**src/rtl/mixcol_engine_if.sv**
```systemverilog
`default_nettype none
// ============================================================================
// Module      : mixcol_engine_if
// Description : Valid/ready bus between the round datapath and mixcol_engine.
//               Carries in_bypass only when MIXCOL_BYPASS_EN is defined.
// Revision    : 1.0 - initial release
// ============================================================================
interface mixcol_engine_if #(
    parameter int NB = 4
);
    logic              in_valid;
    logic              in_ready;
    logic [32*NB-1:0]  in_state;
    logic              in_decrypt;
`ifdef MIXCOL_BYPASS_EN
    logic              in_bypass;
`endif
    logic              out_valid;
    logic              out_ready;
    logic [32*NB-1:0]  out_state;

    modport master (
`ifdef MIXCOL_BYPASS_EN
        output in_bypass,
`endif
        output in_valid, in_state, in_decrypt, out_ready,
        input  in_ready, out_valid, out_state
    );

    modport slave (
`ifdef MIXCOL_BYPASS_EN
        input  in_bypass,
`endif
        input  in_valid, in_state, in_decrypt, out_ready,
        output in_ready, out_valid, out_state
    );
endinterface
`default_nettype wire

```
**src/rtl/mixcol_engine.sv**
```systemverilog
`default_nettype none
// ============================================================================
// Module      : mixcol_engine
// Description : Iterative AES MixColumns/InvMixColumns over an NB-column state,
//               COLS_PER_CYCLE columns per clock. MIXCOL_BYPASS_EN adds in_bypass.
// Revision    : 1.0 - initial release
// ============================================================================
module mixcol_engine #(
    parameter int NB             = 4,
    parameter int COLS_PER_CYCLE = 1
) (
    input  logic           clk,
    input  logic           rst,
    mixcol_engine_if.slave bus,
    output logic           busy
);
    localparam int                 c_cnt_w = $clog2(NB);
    localparam logic [c_cnt_w-1:0] c_step  = c_cnt_w'(COLS_PER_CYCLE);
    localparam logic [c_cnt_w-1:0] c_last  = c_cnt_w'(NB - COLS_PER_CYCLE);

    localparam logic [1:0] c_idle = 2'd0;
    localparam logic [1:0] c_calc = 2'd1;
    localparam logic [1:0] c_done = 2'd2;

    if (COLS_PER_CYCLE < 1) begin : g_bad_cpc_zero
        $error("mixcol_engine: COLS_PER_CYCLE=%0d must be positive", COLS_PER_CYCLE);
    end else if (NB % COLS_PER_CYCLE != 0) begin : g_bad_cpc_div
        $error("mixcol_engine: COLS_PER_CYCLE=%0d does not divide NB=%0d", COLS_PER_CYCLE, NB);
    end

    function automatic logic [7:0] xtime(input logic [7:0] b);
        return {b[6:0], 1'b0} ^ (b[7] ? 8'h1b : 8'h00);
    endfunction

    // Inverse mix reuses the forward network after a cheap pre-transform.
    function automatic logic [31:0] mix_col(input logic [31:0] col, input logic dec);
        logic [7:0]  a [4];
        logic [7:0]  u;
        logic [7:0]  v;
        logic [31:0] r;
        for (int i = 0; i < 4; i++) a[i] = col[31-8*i -: 8];
        u = xtime(xtime(a[0] ^ a[2]));
        v = xtime(xtime(a[1] ^ a[3]));
        if (dec) begin
            a[0] = a[0] ^ u;
            a[2] = a[2] ^ u;
            a[1] = a[1] ^ v;
            a[3] = a[3] ^ v;
        end
        for (int i = 0; i < 4; i++)
            r[31-8*i -: 8] = xtime(a[i] ^ a[(i+1)%4]) ^ a[(i+1)%4] ^ a[(i+2)%4] ^ a[(i+3)%4];
        return r;
    endfunction

    logic [1:0]         r_fsm;
    logic [c_cnt_w-1:0] r_cnt;
    logic               r_dec;
    logic [31:0]        r_col [NB];
    logic               w_accept;
    logic               w_bypass;
    logic [c_cnt_w-1:0] w_idx [COLS_PER_CYCLE];
    logic [31:0]        w_mix [COLS_PER_CYCLE];
    logic [32*NB-1:0]   w_out;

    assign bus.in_ready  = (r_fsm == c_idle) || ((r_fsm == c_done) && bus.out_ready);
    assign bus.out_valid = (r_fsm == c_done);
    assign busy          = (r_fsm != c_idle);
    assign w_accept      = bus.in_valid && bus.in_ready;

`ifdef MIXCOL_BYPASS_EN
    logic r_bypass;
    always_ff @(posedge clk or posedge rst) begin
        if (rst)           r_bypass <= 1'b0;
        else if (w_accept) r_bypass <= bus.in_bypass;
    end
    assign w_bypass = r_bypass;
`else
    assign w_bypass = 1'b0;
`endif

    for (genvar k = 0; k < COLS_PER_CYCLE; k++) begin : g_lane
        assign w_idx[k] = r_cnt + c_cnt_w'(k);
        assign w_mix[k] = w_bypass ? r_col[w_idx[k]] : mix_col(r_col[w_idx[k]], r_dec);
    end

    // The working registers double as the output holding register.
    always_comb begin
        w_out = '0;
        for (int c = 0; c < NB; c++) w_out[32*NB-1-32*c -: 32] = r_col[c];
    end
    assign bus.out_state = w_out;

    always_ff @(posedge clk or posedge rst) begin
        if (rst) begin
            r_fsm <= c_idle;
            r_cnt <= '0;
            r_dec <= 1'b0;
            for (int c = 0; c < NB; c++) r_col[c] <= '0;
        end else begin
            case (r_fsm)
                c_calc: begin
                    for (int k = 0; k < COLS_PER_CYCLE; k++) r_col[w_idx[k]] <= w_mix[k];
                    if (r_cnt == c_last) begin
                        r_fsm <= c_done;
                        r_cnt <= '0;
                    end else begin
                        r_cnt <= r_cnt + c_step;
                    end
                end
                c_done: begin
                    if (bus.out_ready) r_fsm <= c_idle;
                end
                default: r_fsm <= c_idle;
            endcase
            if (w_accept) begin
                r_fsm <= c_calc;
                r_cnt <= '0;
                r_dec <= bus.in_decrypt;
                for (int c = 0; c < NB; c++) r_col[c] <= bus.in_state[32*NB-1-32*c -: 32];
            end
        end
    end
endmodule
`default_nettype wire

```
**src/flat_wrapper.sv**
```systemverilog
// flat-port wrapper written by rule: the top's interface ports become plain ports
module mixcol_engine_flat 
#(
    parameter int NB             = 4,
    parameter int COLS_PER_CYCLE = 1
)
  (clk, rst, busy, bus_in_valid, bus_in_state, bus_in_decrypt, bus_out_ready, bus_in_ready, bus_out_valid, bus_out_state);
  mixcol_engine_if #(.NB(NB)) bus_i ();
  input  logic clk;
  input  logic rst;
  output logic busy;
  input wire logic [$bits(bus_i.in_valid)-1:0] bus_in_valid;
  input wire logic [$bits(bus_i.in_state)-1:0] bus_in_state;
  input wire logic [$bits(bus_i.in_decrypt)-1:0] bus_in_decrypt;
  input wire logic [$bits(bus_i.out_ready)-1:0] bus_out_ready;
  output wire logic [$bits(bus_i.in_ready)-1:0] bus_in_ready;
  output wire logic [$bits(bus_i.out_valid)-1:0] bus_out_valid;
  output wire logic [$bits(bus_i.out_state)-1:0] bus_out_state;
  assign bus_i.in_valid = bus_in_valid;
  assign bus_i.in_state = bus_in_state;
  assign bus_i.in_decrypt = bus_in_decrypt;
  assign bus_i.out_ready = bus_out_ready;
  assign bus_in_ready = bus_i.in_ready;
  assign bus_out_valid = bus_i.out_valid;
  assign bus_out_state = bus_i.out_state;
  mixcol_engine #(.NB(NB), .COLS_PER_CYCLE(COLS_PER_CYCLE)) u_core (.clk(clk), .rst(rst), .bus(bus_i), .busy(busy));
endmodule
```
**config.mk**
```make
export PLATFORM = sky130hd
export DESIGN_NAME = mixcol_engine_flat
export DESIGN_NICKNAME = d
export VERILOG_FILES = /design/src/rtl/mixcol_engine_if.sv /design/src/rtl/mixcol_engine.sv /design/src/flat_wrapper.sv
export SDC_FILE = /design/constraint.sdc
export NUM_CORES = 1
export LEC_CHECK = 0
export CORE_MARGIN = 2
export CORE_UTILIZATION = 39
export CTS_BUF_LIST = sky130_fd_sc_hd__clkbuf_8
export DETAILED_ROUTE_END_ITERATION = 7
export HOLD_SLACK_MARGIN = 0.03
export PLACE_DENSITY = 0.65
export SLEW_MARGIN = 20
export SYNTH_ARGS = -nofsm -noshare
export SYNTH_HDL_FRONTEND = slang
export SYNTH_SLANG_ARGS = --single-unit
```
**constraint.sdc**
```tcl
create_clock -name clk -period 5.9 [get_ports clk]
set_input_delay 1.475 -clock clk [delete_from_list [all_inputs] [get_ports clk]]
set_output_delay 1.475 -clock clk [all_outputs]
set_load 0.02 [all_outputs]
```
== After elaboration in Yosys (flattened, before gate mapping) ==
Index checks and enable logic that the tools add are counted.

* Bits in registers: 133
* Bits of input ports: 133
* Output and inout port bits: 131
* Word-level logic and storage cells: 78

* Add/subtract/negate cells: 1
* $lt $le $gt $ge: 2
* Equal/unequal tests: 5
* Mux-type cells: 24
* Bitwise gates (word level): 31
* Reductions and logical operators: 8

{| class="wikitable"
|+ Operators by type and width
! cell !! count
|-
| 128-bit two-way mux || 2
|-
| 8-bit XOR || 30
|-
| 128-bit bitwise mux || 1
|-
| 32-bit two-way mux || 4
|-
| 32-bit binary-select mux with 2-bit select || 1
|-
| 32-bit demux with 2-bit select || 1
|-
| 5-bit two-way mux || 8
|-
| 2-bit two-way mux || 6
|-
| 2-bit equality test, second input constant || 2
|-
| 2-bit case mux with 2 select lines || 1
|-
| 2-bit nonzero test || 2
|-
| 3-bit greater-or-equal comparator, second input constant || 1
|-
| 1-bit logical AND || 3
|-
| 3-bit by 1-bit < comparator with 1-bit output, second input constant || 1
|-
| 3-bit by 1-bit inequality test with 1-bit output, second input constant || 1
|-
| 3-bit by 2-bit inequality test with 1-bit output, second input constant || 1
|-
| 2-bit NOT with 3-bit output || 1
|-
| 2-bit by 1-bit adder with 2-bit output, second input constant || 1
|-
| 2-bit by 1-bit equality test with 1-bit output, second input constant || 1
|-
| 2-bit zero test || 1
|-
| 2-bit AND reduction || 1
|-
| 1-bit logical OR || 1
|}

== Logic depth before layout (Yosys ltp) ==
* Depth after elaboration: 20
* Gate-level depth with buffers: 13
* Gate-level depth less buffers: 9

== Worst setup path after synthesis ==
Ideal clock, no wire load.

* Path type: input to output
* Start: input bus_out_ready
* End: output bus_in_ready
* Data arrival time: 1.949 ns
* Slack: 2.476 ns
* Stages: 2
* Path buffers: 0
* Cell sequence: nand2b_1 -> nor2b_1

* Word-level cells in the longest chain between the ends: 2

{| class="wikitable"
|+ RTL lines
! element !! RTL line !! source
|-
| from (decl) || flat_wrapper.sv:15 || <nowiki>input wire logic [$bits(bus_i.out_ready)-1:0] bus_out_ready;</nowiki>
|-
| 1-bit logical AND || mixcol_engine.sv:65 || <nowiki>assign bus.in_ready = (r_fsm == c_idle) || ((r_fsm == c_done) && bus.out_ready);</nowiki>
|-
| 1-bit logical OR || mixcol_engine.sv:65 ||
|-
| to (decl) || flat_wrapper.sv:16 || <nowiki>output wire logic [$bits(bus_i.in_ready)-1:0] bus_in_ready;</nowiki>
|}

No other way between the ends.

== Worst setup path after layout ==
Same ends and word-level chain as after synthesis.

==> results.yml <==
synthesis:
  synth_async_sr_flop_share_pct: 100
  combinational_family_with_the_most_area_after_synthesis: "XOR/XNOR gates"
  area_fraction_in_and_or_nand_and_nor_cells_after_synthesis_pct: 4.51
  synth_adder_area_share_pct: 0.593
  synth_cell_type_count: 42
  postSynth.topFlopCell: "dfrtp_1"
  synth.yosys.seq_area_share_pct: 39.4
  netlist_area_um2: 8440
  synth_enable_flop_cells: 0
  yosys_register_bits: 133
  avgSynthCellArea_um2: 11.3
  synth_fp_nets: 885
  synth-compound-area-share_pct: 19.5
  yosys.area_share.xor_xnor_pct: 22.8
  yosys_warnings: 0
  postSynthCellCount: 748
  muxShareOfSynthArea_pct: 9.81
detailed_routing:
  first_iter_violations: 481
  drc: 0
  drtAntennaViolNets: 0
  drt_pass1_iterations: 5
  met2RoutedLength_um: 13600
  route.vias.total: 7119
  post_drt_via_cell_ratio: 5.58
  route.layer.met1.wl_um: 13000
  met3_length_um: 2200
  routed.top_layer: "met4"
  post_drt_wl_per_cell_um: 22.9
  wirelength_um: 29200
global_route:
  number_of_global_route_vias_before_repair: 7249
  grt_max_degree: 104
  grt_remaining_overflow: 0
  grt_usage_pct: 25.9
  grt_pass1_wl_um: 43600
  antenna_violations_before_repair: 0
clock_network:
  cts.htree.levels: 4
  tritoncts: "done"
  post_cts_hold_buffer_count: 0
  cts.clk_slew.worst_paths_ps: 90
  post-cts-setup-buffer-count: 0
  clock_tree.root_cell: "clkbuf_8"
  num_cts_buffers: 17
  clock_sink_count: 133
  cts.path.max_buffers: 2
  clk-insertion-delay-late_ps: 450
  cts_repair_resize_count: 0
placed_design:
  buffer_ports.inserted: 263
  dp_hpwl_um: 20900
  gp_routability_congestion: 0.935
setup_path:
  cpLargestDelayFamily: "buffers and inverters"
  worst-setup-path-type: "input pin to primary output"
  worstPathRequired_ps: 4430
  timing.critical_path.to_type: "primary output"
  critical_path_peak_fanout: 3
  timing.critical_path.buf_inv: 2
  worst_path_largest_cell_delay_ps: 650
  cells_along_the_critical_path: "clkdlybuf4s50_1 -> nand2b_1 -> nor2b_1 -> clkdlybuf4s50_1"
  slowest_stage: "clkdlybuf4s50_1"
  critical-path-top-cell-by-count: "clkdlybuf4s50_1"
  worstSetupStartpointType: "input pin"
  worstPathArrival_ps: 2930
final_layout:
  drive_gt1_share_pct: 11.5
  layout_commonest_cell: "clkdlybuf4s50_1"
  filler_cell_count: 1867
  antenna_cells_inserted: 0
  layout_common_cells: "clkdlybuf4s50_1 (263), dfrtp_1 (131), a22oi_1 (92)"
  syn2layout_area_growth_pct: 38.3
  design.final.nets: 1124
run_status:
  outcome: "finished clean"
timing:
  setup_repair_after_global_routing_missed_its_margin: "false"
  fin_crit_sh_pct: 74.6
  min_period_ps: 4400
  timing.setup.tns_ps: 0
  max_slew_violation_count: 0
  hold_viol_final: 0
  finalSetupViolations: 0
  finalClockSkew_ps: 12.6
  rel_slew_slack_pct: 25.3
  maximum_operating_frequency_mhz: 227
  worst_slew_pin_slew_ps: 1120
floorplanning:
  initial_utilization_pct: 39.9
  fp-row-count: 53
  design.die.area_um2: 22800
  core_area_um2: 21200
  die_width_um: 151
  pin_count: 264
  die_height_um: 151
worst_hold_path:
  hold_class: "register to register"
job:
  max_cap_viol_count: 0
==> Yosys cell counts, drive strengths merged (3+ instances only) <==
library cell / number / area (um2)
o211ai: 4 / 30.0
a21oi: 29 / 149
nand2b: 3 / 18.8
xor2: 55 / 609
ha: 4 / 50.1
nand2: 38 / 153
inv: 3 / 11.3
a211oi: 9 / 72.6
nor2b: 3 / 18.8
xnor3: 14 / 318
clkbuf: 37 / 139
a21o: 10 / 75.1
buf: 17 / 135
xnor2: 99 / 972
mux4: 34 / 788
o21a: 7 / 52.6
and3: 13 / 81.3
o21ai: 115 / 576
mux2i: 4 / 40.0
dfrtp: 133 / 3330
a22oi: 92 / 691
and2: 3 / 21.3
nor2: 17 / 63.8
==> worst min-delay path: stages (launching register included) <==
cell and delay (ps):
dfrtp_1 370, a22oi_1 70, o21ai_0 70
==> layout make-up <==
class / instances / area (um2) / area share [%]
inverter: 3 / 16.3 / 0.139
timing repair buffer: 274 / 2760 / 23.6
clock buffer: 19 / 262 / 2.24
sequential: 133 / 3330 / 28.5
tap: 275 / 344 / 2.95
multi-input combinational: 558 / 4870 / 41.7
clock inverter: 13 / 98.8 / 0.847
==> flip-flops by register name, indices dropped and copies added, names as in the netlist <==
signal,flops
u_core.bus.out_state,128
u_core.r_cnt,2
u_core.r_fsm,2
u_core.r_dec,1
==> through the flow <==
stage               util [%]  worst slack [ps]  area (um2)  cells  hold slack [ps]
floorplan                  -               871        8440    748              507
global placement        53.3              1540       11300   1241              511
detailed placement      53.3              1510       11300   1241              511
CTS                     55.0              1510       11600   1273              536
global route            55.2              1350       11700   1275              562
finish                  55.2              1500       11700   1275              533
==> per-layer routing <==
layer,up-vias,track usage (%)
met2,309,40.3
met1,3572,37.1
met3,21,5.90
met5,-,0
met4,0,6.26
li1,3217,-
==> cell families (layout without fill, tap and decap cells) <==
kind of cell / after synthesis / in the layout
simple gates: 81 / 81
fa+ha+maj: 4 / 4
xor+xnor: 169 / 169
mux: 38 / 38
buf+inv: 57 / 309
flops: 133 / 133
compound gates: 266 / 266
==> final timing paths <==
kind	startpoint	end	slack [ps]	depth (start not counted)
worst max-delay path	bus_out_ready	bus_in_ready	1500	4
worst max register to register	u_core.r_cnt[0]	u_core.bus.out_state[28]	1610	9
worst min-delay path	u_core.bus.out_state[17]	u_core.bus.out_state[17]	530	2
max in group asynchronous	rst	u_core.bus.out_state[102]	3340	3
worst min register to register	u_core.bus.out_state[17]	u_core.bus.out_state[17]	530	2
min in group asynchronous	rst	u_core.bus.out_state[81]	1590	2
Power is left out: the tool's default activity adds up to more than one toggle a clock period on the data nets, which glitch-free logic cannot reach.
